$ cat config.mk
export PLATFORM = sky130hd
export DESIGN_NAME = pu_riscv_biu_ahb3
export DESIGN_NICKNAME = d
export VERILOG_FILES = /design/src/rtl/pu_riscv_pkg.sv /design/src/rtl/pu_riscv_biu_ahb3.sv
export SDC_FILE = /design/constraint.sdc
export NUM_CORES = 1
export LEC_CHECK = 0
export BUFFER_PORTS_ARGS = -buffer_cell sky130_fd_sc_hd__buf_2
export CORE_AREA = 2 2 163 165
export CTS_CLUSTER_SIZE = 28
export DETAILED_ROUTE_END_ITERATION = 10
export DIE_AREA = 0 0 165 167
export PLACE_DENSITY = 0.7
export SYNTH_ARGS = -nofsm -noshare
export SYNTH_HDL_FRONTEND = slang
export SYNTH_SLANG_ARGS = --single-unit
$ cat constraint.sdc
create_clock -name clk_i -period 1.84 [get_ports clk_i]
set_input_delay 0.276 -clock clk_i [delete_from_list [all_inputs] [get_ports clk_i]]
set_output_delay 0.276 -clock clk_i [all_outputs]
set_load 0.1 [all_outputs]
$ cat src/rtl/pu_riscv_pkg.sv
// -----------------------------------------------------------------------------
// pu_riscv_pkg
//   Shared AMBA3 AHB-Lite encodings used by the RISC-V bus interface units.
//   No ports; imported with "import pu_riscv_pkg::*;".
// -----------------------------------------------------------------------------
package pu_riscv_pkg;

    // HTRANS encodings
    localparam logic [1:0] HTRANS_IDLE   = 2'b00;
    localparam logic [1:0] HTRANS_BUSY   = 2'b01;
    localparam logic [1:0] HTRANS_NONSEQ = 2'b10;
    localparam logic [1:0] HTRANS_SEQ    = 2'b11;

    // HBURST encodings (only SINGLE is ever issued)
    localparam logic [2:0] HBURST_SINGLE = 3'b000;

    // HSIZE encodings
    localparam logic [2:0] HSIZE_BYTE  = 3'b000;
    localparam logic [2:0] HSIZE_HWORD = 3'b001;
    localparam logic [2:0] HSIZE_WORD  = 3'b010;
    localparam logic [2:0] HSIZE_DWORD = 3'b011;

    // HRESP encodings
    localparam logic HRESP_OKAY  = 1'b0;
    localparam logic HRESP_ERROR = 1'b1;

endpackage : pu_riscv_pkg

$ cat src/rtl/pu_riscv_biu_ahb3.sv
// -----------------------------------------------------------------------------
// pu_riscv_biu_ahb3
//   Bus interface unit between the memory access buffer and one AMBA3
//   AHB-Lite master port. Issues SINGLE transfers with pipelined address and
//   data phases (one transfer per cycle back-to-back) and reports completion,
//   error status and read data to the memory stage.
//
//   Request handshake: req_i is a valid that is held with stable fields until
//   ack_o; ack_o is combinational and a request is consumed on every rising
//   clk_i edge where req_i & ack_o. ack_o never depends on anything the
//   requester computes from ack_o itself.
//
// Ports
//   clk_i, rst_ni          clock, asynchronous active-low reset
//   clr_i                  flush: cancel retry/idle the bus, hide completions
//   req_i ... wd_i         request valid and payload from the buffer
//   ack_o                  request accepted this cycle
//   done_o, err_o, q_o     completion pulse, error qualifier, read data
//   H*                     AHB-Lite master port (all outputs registered)
// -----------------------------------------------------------------------------
module pu_riscv_biu_ahb3
    import pu_riscv_pkg::*;
#(
    parameter int XLEN = 64,
    parameter int PLEN = 64
) (
    input  logic            clk_i,
    input  logic            rst_ni,
    input  logic            clr_i,

    input  logic            req_i,
    input  logic [PLEN-1:0] adr_i,
    input  logic            we_i,
    input  logic [2:0]      size_i,
    input  logic [3:0]      prot_i,
    input  logic            lock_i,
    input  logic [XLEN-1:0] wd_i,
    output logic            ack_o,

    output logic            done_o,
    output logic            err_o,
    output logic [XLEN-1:0] q_o,

    output logic            HSEL,
    output logic [PLEN-1:0] HADDR,
    output logic [XLEN-1:0] HWDATA,
    input  logic [XLEN-1:0] HRDATA,
    output logic            HWRITE,
    output logic [2:0]      HSIZE,
    output logic [2:0]      HBURST,
    output logic [3:0]      HPROT,
    output logic [1:0]      HTRANS,
    output logic            HMASTLOCK,
    input  logic            HREADY,
    input  logic            HRESP
);

    // Data-phase bookkeeping
    logic            dph_valid;   // a transfer is in its data phase
    logic            dph_we;      // that transfer is a write
    logic            dph_kill;    // its completion must not be reported
    logic            retry;       // address phase was cancelled by an ERROR
    logic [XLEN-1:0] wd_hold;     // write data waiting for its data phase
    logic            err1;        // first cycle of a two-cycle ERROR response
    logic            addr_nonseq; // current address phase carries a transfer

    assign err1        = HRESP & ~HREADY & dph_valid;
    assign addr_nonseq = (HTRANS == HTRANS_NONSEQ);
    assign ack_o       = req_i & HREADY & ~retry & ~clr_i & ~err1;

    // -------------------------------------------------------------------------
    // Address phase. The address/control fields only change on a new accept,
    // so after an ERROR they still describe the cancelled request and can be
    // re-issued unchanged.
    // -------------------------------------------------------------------------
    always_ff @(posedge clk_i or negedge rst_ni) begin
        if (!rst_ni) begin
            HTRANS    <= HTRANS_IDLE;
            HSEL      <= 1'b0;
            HADDR     <= '0;
            HWRITE    <= 1'b0;
            HSIZE     <= HSIZE_BYTE;
            HBURST    <= HBURST_SINGLE;
            HPROT     <= '0;
            HMASTLOCK <= 1'b0;
            wd_hold   <= '0;
            retry     <= 1'b0;
        end else if (HREADY) begin
            if (ack_o) begin
                HTRANS    <= HTRANS_NONSEQ;
                HSEL      <= 1'b1;
                HADDR     <= adr_i;
                HWRITE    <= we_i;
                HSIZE     <= size_i;
                HBURST    <= HBURST_SINGLE;
                HPROT     <= prot_i;
                HMASTLOCK <= lock_i;
                wd_hold   <= wd_i;
                retry     <= 1'b0;
            end else if (retry && !clr_i) begin
                // Re-issue the request that the ERROR response cancelled.
                HTRANS <= HTRANS_NONSEQ;
                HSEL   <= 1'b1;
                retry  <= 1'b0;
            end else begin
                HTRANS <= HTRANS_IDLE;
                HSEL   <= 1'b0;
                retry  <= 1'b0;
            end
        end else if (err1 && addr_nonseq) begin
            // AHB-Lite lets the master drop a pipelined transfer to IDLE in
            // the first ERROR cycle; it has already been acked, so remember
            // to send it again.
            HTRANS <= HTRANS_IDLE;
            retry  <= 1'b1;
        end
    end

    // -------------------------------------------------------------------------
    // Data phase and completion reporting.
    // -------------------------------------------------------------------------
    always_ff @(posedge clk_i or negedge rst_ni) begin
        if (!rst_ni) begin
            dph_valid <= 1'b0;
            dph_we    <= 1'b0;
            dph_kill  <= 1'b0;
            HWDATA    <= '0;
            done_o    <= 1'b0;
            err_o     <= 1'b0;
            q_o       <= '0;
        end else begin
            done_o <= 1'b0;
            err_o  <= 1'b0;
            if (HREADY) begin
                dph_valid <= addr_nonseq;
                if (addr_nonseq) begin
                    dph_we   <= HWRITE;
                    HWDATA   <= wd_hold;
                    dph_kill <= clr_i;
                end
                if (dph_valid) begin
                    // A flush coinciding with the last data-phase cycle also
                    // hides that completion.
                    done_o <= ~(dph_kill | clr_i);
                    err_o  <= HRESP & ~(dph_kill | clr_i);
                    if (!dph_we) begin
                        q_o <= HRDATA;
                    end
                end
            end else if (clr_i && dph_valid) begin
                // Flush during a wait state: the bus still finishes the
                // transfer but nobody is waiting for its result.
                dph_kill <= 1'b1;
            end
        end
    end

endmodule : pu_riscv_biu_ahb3
==> results of run 1 <==
==> final timing paths <==
check / start / end / slack, ns / cells after the start
worst min-delay path: HRDATA[41] / q_o[41] / 0.03 / 2
worst max-delay path: retry / ack_o / 0.05 / 3
worst min register to register: HWDATA[16] / HWDATA[16] / 0.50 / 1
worst max register to register: retry / wd_hold[27] / 0.08 / 5
max in group asynchronous: rst_ni / q_o[45] / 0.91 / 3
min in group asynchronous: rst_ni / wd_hold[25] / 0.26 / 2
==> registers in the layout, summed over array words and instances (netlist names) <==
register / flops
HTRANS: 1
HSIZE: 3
err_o: 1
HSEL: 1
HADDR: 64
wd_hold: 64
HMASTLOCK: 1
dph_we: 1
HWRITE: 1
HPROT: 4
done_o: 1
retry: 1
HWDATA: 64
dph_kill: 1
dph_valid: 1
q_o: 64
==> metrics by stage <==
| stage | area [um^2] | cells | util |
|---|---|---|---|
| final | 16200 | 1590 | 0.629 |
| after global routing | 16200 | 1590 | 0.629 |
| after CTS | 16200 | 1588 | 0.628 |
| after detailed placement | 13200 | 1331 | 0.511 |
| after global placement | 13200 | 1331 | 0.511 |
| after floorplan | 10700 | 594 | - |
==> what timing repair did <==
item	CTS	global route
gates cloned	1	0
buffers inserted	4	2
hold buffers	202	0
setup endpoints to repair	1	1
hold endpoints to repair	239	0
gates resized for setup	0	0
pin swaps	1	1
==> critical path, cell delays in order (launching register included) <==
cell and delay (ns):
dfrtp_1 0.38, and4bb_4 0.33, buf_12 0.12, buf_12 0.17
==> final cells by class <==
| type | count | area share |
|---|---|---|
| Timing Repair Buffer | 645 | 0.277 |
| Sequential cell | 273 | 0.422 |
| Multi-Input combinational cell | 285 | 0.216 |
| Tap cell | 335 | 0.0259 |
| Clock inverter | 6 | 0.00379 |
| Clock buffer | 45 | 0.0547 |
| Inverter | 1 | 0.000232 |
==> Yosys cell counts (2+ instances only) <==
master | number | area [um^2]
buf_12 | 11 | 220
buf_2 | 4 | 20.0
buf_4 | 16 | 120
buf_6 | 4 | 45.0
dfrtp_1 | 273 | 6830
mux2_2 | 167 | 1880
mux2_4 | 100 | 1500
nand2_1 | 2 | 7.51
nor2_1 | 2 | 7.51
==> logic make-up after synthesis <==
| group | count (synthesis) |
|---|---|
| multiplexers | 267 |
| AO/OA/AOI/OAI | 4 |
| other | 1 |
| buffers and inverters | 36 |
| flip-flops | 273 |
| AND/OR/NAND/NOR | 10 |
==> per-layer routing <==
layer  wire length [um]  global-route usage
met1              11000               0.230
met2              14100               0.352
met3               1960              0.0458
met4               1020              0.0798
met5                  0                   0
==> results.yml, run 1 <==
finish:
  seq_area_mm2: 0.00683
  nets: 1441
  final_common_cell: "buf_2"
  drive_above_1_share: 0.603
  area_growth_pct: 51.0
  diodes: 0
  num-fill-cells: 1827
  multi_input_comb_area_mm2: 0.00350
  layout_common_cells: "buf_2 (410), dfrtp_1 (273), dlygate4sd3_1 (202)"
route:
  wl_um: 28100
  drcViolationCount: 0
  viasPerCell: 4.63
  via_count: 7368
  wire_per_inst_um: 17.7
  first_pass_iters: 4
  drt_iter0_markers: 358
  antenna_left: 0
timing:
  setup_viol: 0
  slew_violations: 0
  setup_ws_ns: 0.0456
  fin_hold_ws_ns: 0.0283
  fin_crit_sh: 0.975
  period_needed_ns: 1.79
  slew_headroom: 0.638
  rsz0062_at_grt: "true"
  tns_ns: 0
  max_freq_ghz: 0.557
  hold_viol_final: 0
  clock-skew-final_ns: 0.0109
  worstMarginPinSlew_ns: 0.547
yosys:
  synth_compound_area_frac: 0.00280
  synth-seq-cells: 273
  yosys-mux-area-fraction: 0.315
  yosysWarningCount: 0
  ys_types: 21
  synth_enable_flop_cells: 0
  synthSimpleGateAreaFrac: 0.00630
  netlist_instances: 591
  synth_ff_type: "dfrtp_1"
  synthAdderAreaFrac: 0
  yosys.area_share.xor_xnor: 0
  synth_top_family_by_area: "multiplexers"
  syn_area_mm2: 0.0107
  async_reset_ff_frac: 1.00
  syn_avg_cell_area_um2: 18.1
  seq_area_frac_synth: 0.637
clock_tree:
  htreeDepth: 1
  cts.path.max_buffers: 3
  cts_tree: "yes"
  clock_latency_ns: 0.53
  clock-sinks: 273
  clkTransAtPathRegs_ns: 0.06
  numCtsBuffers: 28
  clockRootBuffer: "clkbuf_16"
floorplan:
  initial_utilization: 0.416
  die_w_um: 165
  chipHeight_um: 167
  ios: 417
  rows: 59
  core-area_mm2: 0.0258
  die-area_mm2: 0.0276
placement:
  dp_slack_ns: 0.160
  io_buffers: 412
  place_hpwl_um: 18200
  gp_congestion: 0.780
worst_setup_path:
  crit_arrival_ns: 1.52
  start_kind: "register"
  endpoint_kind: "primary output"
  critPathMaxFanout: 3
  critPathRequiredTime_ns: 1.56
  worstSetupPathType: "register to primary output"
global_route:
  grt_start_max_net_pins: 65
  track_usage: 0.199
  grt_pass1_vias: 8095
  grt-ovfl-total: 0
  antenna_found_initial: 0
  grt_pass1_wl_um: 43200
worst_hold_path:
  holdCritPathClass: "input port to register"
outcome:
  status: "complete, no violations"
run:
  cap_viol_max_count: 0
Power of run 1 is not shown: default switching activity piles up to over one toggle a cycle in this logic, so the estimate is an artifact.
==> run 2, diff against run 1 <==
==> constraint.sdc (replaced) <==
create_clock -name clk_i -period 1.84 [get_ports clk_i]
set_input_delay 0.184 -clock clk_i [delete_from_list [all_inputs] [get_ports clk_i]]
set_output_delay 0.184 -clock clk_i [all_outputs]
set_load 0.1 [all_outputs]
==> run 2 against run 1 <==
Net effect: worst hold slack improved by 0.14 ns; die area unchanged; register-to-register slack about the same; critical path depth unchanged; clock-buffer cell count decreased by 4; non-clock buffer count decreased by 3; worst setup slack improved by 0.021 ns; sequential share of layout area about the same; fmax increased by 1.2%; largest cell class unchanged.
==> results.yml, run 2 (synthesis results as in run 1) <==
outcome:
  status: "complete, no violations"
timing:
  setup_viol: 0
  clock-skew-final_ns: 0.0250
  rsz0062_at_grt: "false"
  hold_viol_final: 0
  slew_violations: 0
  tns_ns: 0
  fin_crit_sh: 0.964
  worstMarginPinSlew_ns: 0.571
  slew_headroom: 0.622
  max_freq_ghz: 0.564
  period_needed_ns: 1.77
floorplan:
  rows: 59
  ios: 417
  initial_utilization: 0.416
  die-area_mm2: 0.0276
  core-area_mm2: 0.0258
  chipHeight_um: 167
  die_w_um: 165
run:
  cap_viol_max_count: 0
finish:
  diodes: 0
  area_growth_pct: 51.1
  seq_area_mm2: 0.00683
  nets: 1438
  layout_common_cells: "buf_2 (410), dfrtp_1 (273), dlygate4sd3_1 (207)"
  drive_above_1_share: 0.599
  num-fill-cells: 1823
  multi_input_comb_area_mm2: 0.00350
  final_common_cell: "buf_2"
worst_setup_path:
  crit_arrival_ns: 1.59
  critPathRequiredTime_ns: 1.66
  critPathMaxFanout: 3
  start_kind: "register"
  worstSetupPathType: "register to primary output"
  endpoint_kind: "primary output"
placement:
  io_buffers: 412
  gp_congestion: 0.772
  place_hpwl_um: 17500
route:
  antenna_left: 0
  drcViolationCount: 0
  wire_per_inst_um: 17.6
  drt_iter0_markers: 309
  wl_um: 27900
  viasPerCell: 4.61
  first_pass_iters: 4
  via_count: 7310
clock_tree:
  clkTransAtPathRegs_ns: 0.06
  cts_tree: "yes"
  clock_latency_ns: 0.54
  clockRootBuffer: "clkbuf_16"
  cts.path.max_buffers: 3
  htreeDepth: 1
  numCtsBuffers: 28
  clock-sinks: 273
global_route:
  grt-ovfl-total: 0
  grt_start_max_net_pins: 65
  track_usage: 0.198
  antenna_found_initial: 0
  grt_pass1_vias: 7962
  grt_pass1_wl_um: 42900
worst_hold_path:
  holdCritPathClass: "input port to async pin"
-- run 2: changes by cell type in the layout (fill, tap and decap cells not counted), sizes merged --
cell,delta
buf,-9
bufbuf,+1
clkbuf,-4
clkinv,+5
dlygate4sd3,+5
inv,-1
-- run 2: area by class of cell --
class,count,share of cell area
clock buffer,41,0.0519
clock inverter,10,0.00479
inverter,1,0.000232
multi-input combinational,285,0.216
sequential,273,0.422
tap,335,0.0259
timing repair buffer,642,0.280
-- run 2: timing repair --
action,in CTS,in global routing
setup endpoints to repair,1,0
setup buffers,3,0
hold endpoints to repair,310,0
resized for setup,0,0
hold buffers,207,0
-- run 2: worst paths after layout --
check | slack, ns | depth (start not counted) | startpoint | to
max | 0.07 | 3 | retry | ack_o
min | 0.17 | 2 | rst_ni | HADDR[35]
max reg2reg | 0.09 | 4 | retry | wd_hold[27]
max in group asynchronous | 0.98 | 3 | rst_ni | HADDR[11]
min in group clk_i | 0.40 | 3 | wd_i[55] | wd_hold[55]
min reg2reg | 0.50 | 1 | q_o[59] | q_o[59]
-- run 2: worst max-delay path, cell delays in order, from the launching register on --
cell,delay [ns]
dfrtp_1,0.39
and4bb_4,0.37
buf_12,0.13
buf_12,0.17
-- run 2: through the flow --
step / instance area, um^2 / cells / utilization / setup slack [ns] / hold slack [ns]
final: 16200 / 1587 / 0.629 / 0.0662 / 0.171
after global routing: 16200 / 1587 / 0.629 / 0.00771 / 0.201
after CTS: 16200 / 1587 / 0.629 / 0.0398 / 0.170
after detailed placement: 13100 / 1325 / 0.510 / 0.197 / 0.140
after global placement: 13100 / 1325 / 0.510 / 0.227 / 0.146
after floorplan: 10700 / 594 / - / 0.252 / -0.112
-- run 2: metal layers --
layer	GRT usage	vias up	share of wire
li1	-	3353	-
met1	0.233	3593	0.39
met2	0.347	301	0.50
met3	0.0498	63	0.079
met4	0.0699	0	0.031
met5	0	-	0
Power of run 2 is left out for the same reason.
